`src/rtl/cacheline_adaptor_pkg.sv`:
```
// Shared types for the cacheline adaptor: FSM state encoding and beat-count constants.
package cacheline_adaptor_types;

  typedef enum logic [1:0] {
    IDLE     = 2'd0,
    RD_BURST = 2'd1,
    WR_BURST = 2'd2,
    DONE     = 2'd3
  } state_e;

  localparam int BEATS = 4;
  localparam int CNT_W = $clog2(BEATS);

endpackage

```
`src/rtl/cacheline_adaptor_if.sv`:
```
// Line-side (arbiter) and burst-side (physical memory) signals of the cacheline adaptor.
interface cacheline_adaptor_if #(
  parameter int ADDR_W  = 32,
  parameter int LINE_W  = 256,
  parameter int BURST_W = 64
);

  logic [ADDR_W-1:0]  address_i;
  logic               read_i;
  logic               write_i;
  logic [LINE_W-1:0]  line_i;
  logic [LINE_W-1:0]  line_o;
  logic               resp_o;
  logic [ADDR_W-1:0]  address_o;
  logic               read_o;
  logic               write_o;
  logic [BURST_W-1:0] burst_o;
  logic [BURST_W-1:0] burst_i;
  logic               resp_i;

  modport slave (
    input  address_i, read_i, write_i, line_i, burst_i, resp_i,
    output line_o, resp_o, address_o, read_o, write_o, burst_o
  );

  modport master (
    output address_i, read_i, write_i, line_i, burst_i, resp_i,
    input  line_o, resp_o, address_o, read_o, write_o, burst_o
  );

endinterface

```
`src/rtl/cacheline_adaptor.sv`:
```
// Converts one whole-cacheline read/write from the arbiter into a 4-beat memory burst,
// reassembling read beats into line_o and serialising write lines onto burst_o.
module cacheline_adaptor
  import cacheline_adaptor_types::*;
#(
  parameter int LINE_W   = 256,
  parameter int BURST_W  = 64,
  parameter int ADDR_W   = 32,
  parameter int OFFSET_W = 5
) (
  input  logic               clk,
  input  logic               rst,
  cacheline_adaptor_if.slave bus
);

  localparam logic [ADDR_W-1:0] OFFSET_MASK = ADDR_W'((64'd1 << OFFSET_W) - 64'd1);
  localparam logic [CNT_W-1:0]  LAST_BEAT   = CNT_W'(BEATS - 1);

  state_e              state_q, state_d;
  logic [CNT_W-1:0]    cnt_q, cnt_d;
  logic [LINE_W-1:0]   line_buf_q;
  logic [LINE_W-1:0]   line_o_q;
  logic [LINE_W-1:0]   line_merged;
  logic [ADDR_W-1:0]   addr_q;
  logic                read_q, write_q, resp_q;
  logic                latch_rd, latch_wr, capture, finish_rd;

  always_comb begin
    state_d     = state_q;
    cnt_d       = cnt_q;
    latch_rd    = 1'b0;
    latch_wr    = 1'b0;
    capture     = 1'b0;
    finish_rd   = 1'b0;
    // Line buffer with the incoming beat spliced in; the final read beat goes
    // straight to line_o from here so it never lags a cycle behind.
    line_merged = line_buf_q;
    line_merged[int'(cnt_q)*BURST_W +: BURST_W] = bus.burst_i;

    case (state_q)
      IDLE: begin
        if (bus.read_i) begin
          state_d  = RD_BURST;
          latch_rd = 1'b1;
        end else if (bus.write_i) begin
          state_d  = WR_BURST;
          latch_wr = 1'b1;
        end
      end
      RD_BURST: begin
        if (bus.resp_i) begin
          capture = 1'b1;
          cnt_d   = cnt_q + 1'b1;
          if (cnt_q == LAST_BEAT) begin
            state_d   = DONE;
            finish_rd = 1'b1;
          end
        end
      end
      WR_BURST: begin
        if (bus.resp_i) begin
          cnt_d = cnt_q + 1'b1;
          if (cnt_q == LAST_BEAT) state_d = DONE;
        end
      end
      DONE:    state_d = IDLE;
      default: state_d = IDLE;
    endcase
  end

  always_ff @(posedge clk or posedge rst) begin
    if (rst) begin
      state_q    <= IDLE;
      cnt_q      <= '0;
      read_q     <= 1'b0;
      write_q    <= 1'b0;
      resp_q     <= 1'b0;
      addr_q     <= '0;
      line_buf_q <= '0;
      line_o_q   <= '0;
    end else begin
      state_q <= state_d;
      cnt_q   <= cnt_d;
      read_q  <= (state_d == RD_BURST);
      write_q <= (state_d == WR_BURST);
      resp_q  <= (state_d == DONE);
      if (latch_rd || latch_wr) addr_q <= bus.address_i & ~OFFSET_MASK;
      if (latch_wr)     line_buf_q <= bus.line_i;
      else if (capture) line_buf_q <= line_merged;
      if (finish_rd)    line_o_q   <= line_merged;
    end
  end

  assign bus.address_o = addr_q;
  assign bus.read_o    = read_q;
  assign bus.write_o   = write_q;
  assign bus.resp_o    = resp_q;
  assign bus.line_o    = line_o_q;
  assign bus.burst_o   = write_q ? line_buf_q[int'(cnt_q)*BURST_W +: BURST_W] : '0;

  // Simultaneous requests are a system-level error; the read is serviced regardless.
  a_no_dual_request : assert property (
    @(posedge clk) disable iff (rst)
      (state_q == IDLE) |-> !(bus.read_i && bus.write_i)
  ) else $warning("cacheline_adaptor: read_i and write_i both high in IDLE, servicing read");

endmodule

```
`src/flat_wrapper.sv`:
```
// flat-port wrapper written by rule: the top's interface ports become plain ports
module cacheline_adaptor_flat import cacheline_adaptor_types::*;
#(
  parameter int LINE_W   = 256,
  parameter int BURST_W  = 64,
  parameter int ADDR_W   = 32,
  parameter int OFFSET_W = 5
)
  (clk, rst, bus_address_i, bus_read_i, bus_write_i, bus_line_i, bus_burst_i, bus_resp_i, bus_line_o, bus_resp_o, bus_address_o, bus_read_o, bus_write_o, bus_burst_o);
  cacheline_adaptor_if #(.ADDR_W(ADDR_W), .LINE_W(LINE_W), .BURST_W(BURST_W)) bus_i ();
  input  logic clk;
  input  logic rst;
  input wire logic [$bits(bus_i.address_i)-1:0] bus_address_i;
  input wire logic [$bits(bus_i.read_i)-1:0] bus_read_i;
  input wire logic [$bits(bus_i.write_i)-1:0] bus_write_i;
  input wire logic [$bits(bus_i.line_i)-1:0] bus_line_i;
  input wire logic [$bits(bus_i.burst_i)-1:0] bus_burst_i;
  input wire logic [$bits(bus_i.resp_i)-1:0] bus_resp_i;
  output wire logic [$bits(bus_i.line_o)-1:0] bus_line_o;
  output wire logic [$bits(bus_i.resp_o)-1:0] bus_resp_o;
  output wire logic [$bits(bus_i.address_o)-1:0] bus_address_o;
  output wire logic [$bits(bus_i.read_o)-1:0] bus_read_o;
  output wire logic [$bits(bus_i.write_o)-1:0] bus_write_o;
  output wire logic [$bits(bus_i.burst_o)-1:0] bus_burst_o;
  assign bus_i.address_i = bus_address_i;
  assign bus_i.read_i = bus_read_i;
  assign bus_i.write_i = bus_write_i;
  assign bus_i.line_i = bus_line_i;
  assign bus_i.burst_i = bus_burst_i;
  assign bus_i.resp_i = bus_resp_i;
  assign bus_line_o = bus_i.line_o;
  assign bus_resp_o = bus_i.resp_o;
  assign bus_address_o = bus_i.address_o;
  assign bus_read_o = bus_i.read_o;
  assign bus_write_o = bus_i.write_o;
  assign bus_burst_o = bus_i.burst_o;
  cacheline_adaptor #(.LINE_W(LINE_W), .BURST_W(BURST_W), .ADDR_W(ADDR_W), .OFFSET_W(OFFSET_W)) u_core (.clk(clk), .rst(rst), .bus(bus_i));
endmodule
```
`config.mk`:
```
export PLATFORM = sky130hd
export DESIGN_NAME = cacheline_adaptor_flat
export DESIGN_NICKNAME = d
export VERILOG_FILES = /design/src/rtl/cacheline_adaptor_pkg.sv /design/src/rtl/cacheline_adaptor_if.sv /design/src/rtl/cacheline_adaptor.sv /design/src/flat_wrapper.sv
export SDC_FILE = /design/constraint.sdc
export NUM_CORES = 1
export LEC_CHECK = 0
export BUFFER_PORTS_ARGS = -buffer_cell sky130_fd_sc_hd__buf_2
export CAP_MARGIN = 20
export CORE_AREA = 2 2 278 280
export CTS_BUF_LIST = sky130_fd_sc_hd__clkbuf_8 sky130_fd_sc_hd__clkbuf_16
export CTS_CLUSTER_DIAMETER = 50
export DETAILED_ROUTE_END_ITERATION = 16
export DIE_AREA = 0 0 280 282
export GPL_ROUTABILITY_DRIVEN = 1
export PLACE_DENSITY = 0.69
export SLEW_MARGIN = 20
export SYNTH_ARGS = -nofsm -noshare
export SYNTH_HDL_FRONTEND = slang
export SYNTH_SLANG_ARGS = --single-unit
```
`constraint.sdc`:
```
create_clock -name clk -period 51.7 [get_ports clk]
set_input_delay 10.34 -clock clk [delete_from_list [all_inputs] [get_ports clk]]
set_output_delay 10.34 -clock clk [all_outputs]
set_load 0.005 [all_outputs]
```
Yosys cells after proc, flatten, opt, wreduce, memory -nomap -nowiden

Index checks and enable logic that the tools add are counted.
W data, S select, Z words.

Flip-flop bits (word level): 546
Input bits: 357
Output and inout port bits: 355
Word-level logic and storage cells: 44

$add $sub $neg: 2
Eq/ne operators: 7
Shift-type cells: 3
Muxes and demuxes: 19
Reduce and logical (&&, ||, !) cells: 5

Operators with widths:

| cell                        | number |
|---|---|
| $mux W256                   | 2 |
| $bwmux W256                 | 1 |
| $shift A64 B33 Y256 const A | 1 |
| $shiftx A256 B9 Y64         | 1 |
| $shiftx A64 B33 Y256        | 1 |
| $mux W64                    | 1 |
| $neg A8 Y33                 | 1 |
| $eq A2 B2 Y1 const B        | 5 |
| $mux W1                     | 10 |
| $mux W2                     | 4 |
| $pmux W2 S3                 | 1 |
| $eq A2 B1 Y1 const B        | 2 |
| $add A2 B1 Y2 const B       | 1 |
| $logic_not A2 Y1            | 1 |
| $reduce_and A2 Y1           | 1 |
| $reduce_bool A2 Y1          | 1 |
| $reduce_or A2 Y1            | 1 |
| $logic_or A1 B1 Y1          | 1 |

Longest topological paths before layout

Depth in word-level cells: 5
Depth in mapped cells: 11
Mapped depth without buffers: 5

Least setup slack after synthesis

Ideal clock, no wire load.

Kind: register to output
Start: register u_core.cnt_q[0]
End: output port bus_burst_o[35]
Arrival: 1551 ps
Data required time: 41360 ps
Slack: 39809 ps
Cell stages (with the launch flop): 6
Path buffers: 3
Cell sequence: dfrtp_1 buf_2 buf_6 buf_6 mux4_2 and2_1

Word-level cells in the longest chain between the ends: 2

Ends and longest elaborated chain:

| element                  | RTL line                | text |
|---|---|---|
| start: declaration       | cacheline_adaptor.sv:20 | `logic [CNT_W-1:0] cnt_q, cnt_d;` |
| start signal: assignment | cacheline_adaptor.sv:83 | `cnt_q <= cnt_d;` |
| $shiftx A256 B9 Y64      | cacheline_adaptor.sv:99 | `assign bus.burst_o = write_q ? line_buf_q[int'(cnt_q)*BURST_W +: BURST_W] : '0;` |
| $mux W64                 | cacheline_adaptor.sv:99 |  |
| end: declaration         | flat_wrapper.sv:24      | `output wire logic [$bits(bus_i.burst_o)-1:0] bus_burst_o;` |

Every way passes these cells.

Worst setup path after layout

Start: register u_core.cnt_q[1]
End: output port bus_burst_o[46]

Same word-level chain as after synthesis.

==> impl_metrics.ini <==
[setup_path]
worstPathMaxFanout = 38
cp_top_family = buffers and inverters
critPathRequiredTime_ns = 41.36
endpoint_kind = output port
cp_cell_sequence = buf_4, mux4_2, and2_1, buf_2
r2r-end = u_core.line_buf_q[103]
cp.arrival_ns = 3.07
critPathMaxStageDelay_ns = 0.85
worstRegToRegCells = 7
critPathLaunchType = register
slowest_stage = dfrtp_4
r2r_start = u_core.cnt_q[1]
crit_buf_inv = 2
critPathLaunch = u_core.cnt_q[1]
worst-r2r-setup-slack_ns = 46.38
cp.depth = 4
crit_type = reg2out

[timing]
rsz0062_at_grt = no
fin_skew_ns = 0.04066
fin_crit_sh_pct = 25.94
finalMaxSlewViolations = 0
final-setup-viol-count = 0
worst_slew_pin_slew_ns = 1.128
max_freq_ghz = 0.07458
fin_tns_setup_ns = 0
slew_headroom_pct = 24.72
min_period_ns = 13.41
hold_viol = 0

[floorplanning]
core_um2 = 75700
num_rows = 101
dieArea_um2 = 78960
die-height_um = 282
start_util_pct = 35.96
die_w_um = 280
ios = 712

[pwr]
combPwrFrac_pct = 43.5
powerDensity_nw_per_um2 = 69.00
seq_power_share_pct = 32.5
p_leak_nw = 15.74
netSwitchingFraction_pct = 41.38
power.share.clock_pct = 24.0
ir_worst_vdd_uv = 55.79
p_int_mw = 1.372
netSwitchingPower_uw = 968.8

[clock_network]
clk_path_buf_depth = 3
tritoncts = built
cts_made_buffers = 79
clk_root_buffer_cell = clkbuf_16
postCtsHoldBufs = 0
cts_setup_buffers = 0
cts_resized = 0
clk_latency_ns = 0.63
clkSlewWorstSetupHoldPaths_ns = 0.05
cts_sinks = 546
h-tree-depth = 3

[route]
drt_iter0_drc = 2939
wl_per_cell_um = 27.15
highest_layer = met5
drc = 0
met3_length_um = 12670
final_antenna_net_count = 0
wirelength_met1_um = 44560
avgViaCountPerCell = 6.052
wl_met2_um = 53950
num_vias = 25870
firstDrtPassIters = 6
wirelength_um = 116100

[logic_synthesis]
ys_types = 41
synth.top_cell.area_share_pct = 50.19
synth.avg_cell_area_um2 = 10.20
ys_warn_count = 0
synth_cells = 2668
synth_seq_area_share_pct = 50.19
synth.cell_area_um2 = 27220
ys_top_cells_by_area = dfrtp_1 50%, mux4_2 5.3%, nand2_1 4.6%, a221o_1 4.1%, nor2b_1 3.9%
yosysTopAreaCell = dfrtp_1
ys_ff_latch = 546

[final_layout]
mostFrequentLayoutCells = 701 x buf_2, 543 x dfrtp_1, 330 x nand2_1
area_delta_synth_final_pct = 24.65
finalNonFillerCells = 4274
final_util_pct = 44.82
layout.nets = 3580
drive_gt1_share_pct = 31.75
layout_commonest_cell = buf_2

[global_routing]
grt_pass1_vias = 25480
grt_pass1_wl_um = 170000
track_usage_pct = 28.72
antenna_found_initial = 31
grt_max_degree = 151
grt_overflow_total = 0

[place]
post-place-cells = 4109
gp_congestion = 0.8599
io_buffers = 701
dp_hpwl_um = 72940

[worst_hold_path]
worstHoldPathType = reg2reg
hold_end = u_core.bus.line_o[80]
min_path_cells = 2
hp-start = u_core.bus.line_o[80]

[outcome]
outcome = finished clean

[run]
max_cap_viol_count = 0
[Yosys cell counts (all sizes together)]
master / n
buf: 146
a32oi: 48
and2: 65
nand2b: 1
a221o: 112
o21ai: 146
nor4b: 1
conb: 1
clkbuf: 135
nor2: 113
mux4: 64
or2: 1
nor2b: 171
and3b: 2
nand2: 332
dfrtp: 546
and3: 114
inv: 8
ha: 9
a21oi: 115
o32ai: 1
a2bb2oi: 40
nor3b: 2
nand3b: 1
xnor2: 1
and4: 3
or3b: 1
a31oi: 168
mux2: 28
a21boi: 1
o211ai: 144
nand3: 148
[worst min-delay path: stages, from the launching register on]
cell	delay (ns)
dfrtp_1	0.34
nand2_1	0.04
o21ai_0	0.06
[per-stage QoR]
step / cell area, um2 / power, mW / hold slack, ns / worst slack, ns
after floorplan: 27240 / 1.358 / 0.4733 / 26.10
after global placement: 31080 / 1.742 / 0.4572 / 38.03
after detailed placement: 31080 / 1.764 / 0.4650 / 38.04
after CTS: 33830 / 2.332 / 0.4764 / 38.21
after global routing: 33920 / 2.467 / 0.4983 / 38.27
final: 33930 / 2.341 / 0.4739 / 38.29
[worst max path at each step]
stage | slack [ns] | to
after floorplan | 26.10 | u_core.bus.address_o[10]
after global placement | 38.03 | u_core.bus.line_o[221]
after detailed placement | 38.04 | u_core.bus.line_o[221]
after CTS | 38.21 | bus_burst_o[46]
after global routing | 38.27 | bus_burst_o[46]
final | 38.29 | bus_burst_o[46]
[layout make-up]
class	instances	area (um2)
diodes	20	50.05
clock buffers	87	2087
clock inverters	56	664.4
fillers	7215	41770
inverters	8	40.04
multi-input cells	1837	12330
flip-flops and latches	546	13670
well taps	978	1224
repair buffers	742	3865
[state kept, by name, indices dropped and copies added (netlist names)]
name and cells:
u_core.bus.address_o 27, u_core.bus.line_o 256, u_core.bus.read_o 1, u_core.bus.resp_o 1
u_core.bus.write_o 1, u_core.cnt_q 2, u_core.line_buf_q 256, u_core.state_q 2
[power groups by stage]
| stage | Combinational (mW) | Sequential [mW] | Clock [mW] |
|---|---|---|---|
| final | 1.02 | 0.761 | 0.562 |
| after global placement | 0.989 | 0.753 | 0 |
| after floorplan | 0.639 | 0.719 | 0 |
| after CTS | 1.01 | 0.754 | 0.568 |
| after global routing | 1.10 | 0.779 | 0.588 |
| after detailed placement | 1.01 | 0.758 | 0 |
[routing by layer]
layer	GRT usage, %	vias up
li1	-	10960
met1	36.71	12880
met2	45.54	1665
met3	8.013	343
met4	12.61	24
met5	0	-
[cells by family after synthesis]
kind of cell	share of synthesized area (%)
other cells	0.01378
mux	6.453
simple gates	17.36
fa+ha+maj	0.4137
compound gates	20.39
flops	50.19
buf+inv	5.143
xor+xnor	0.03218
No activity file was read; power rests on OpenSTA's default activity.
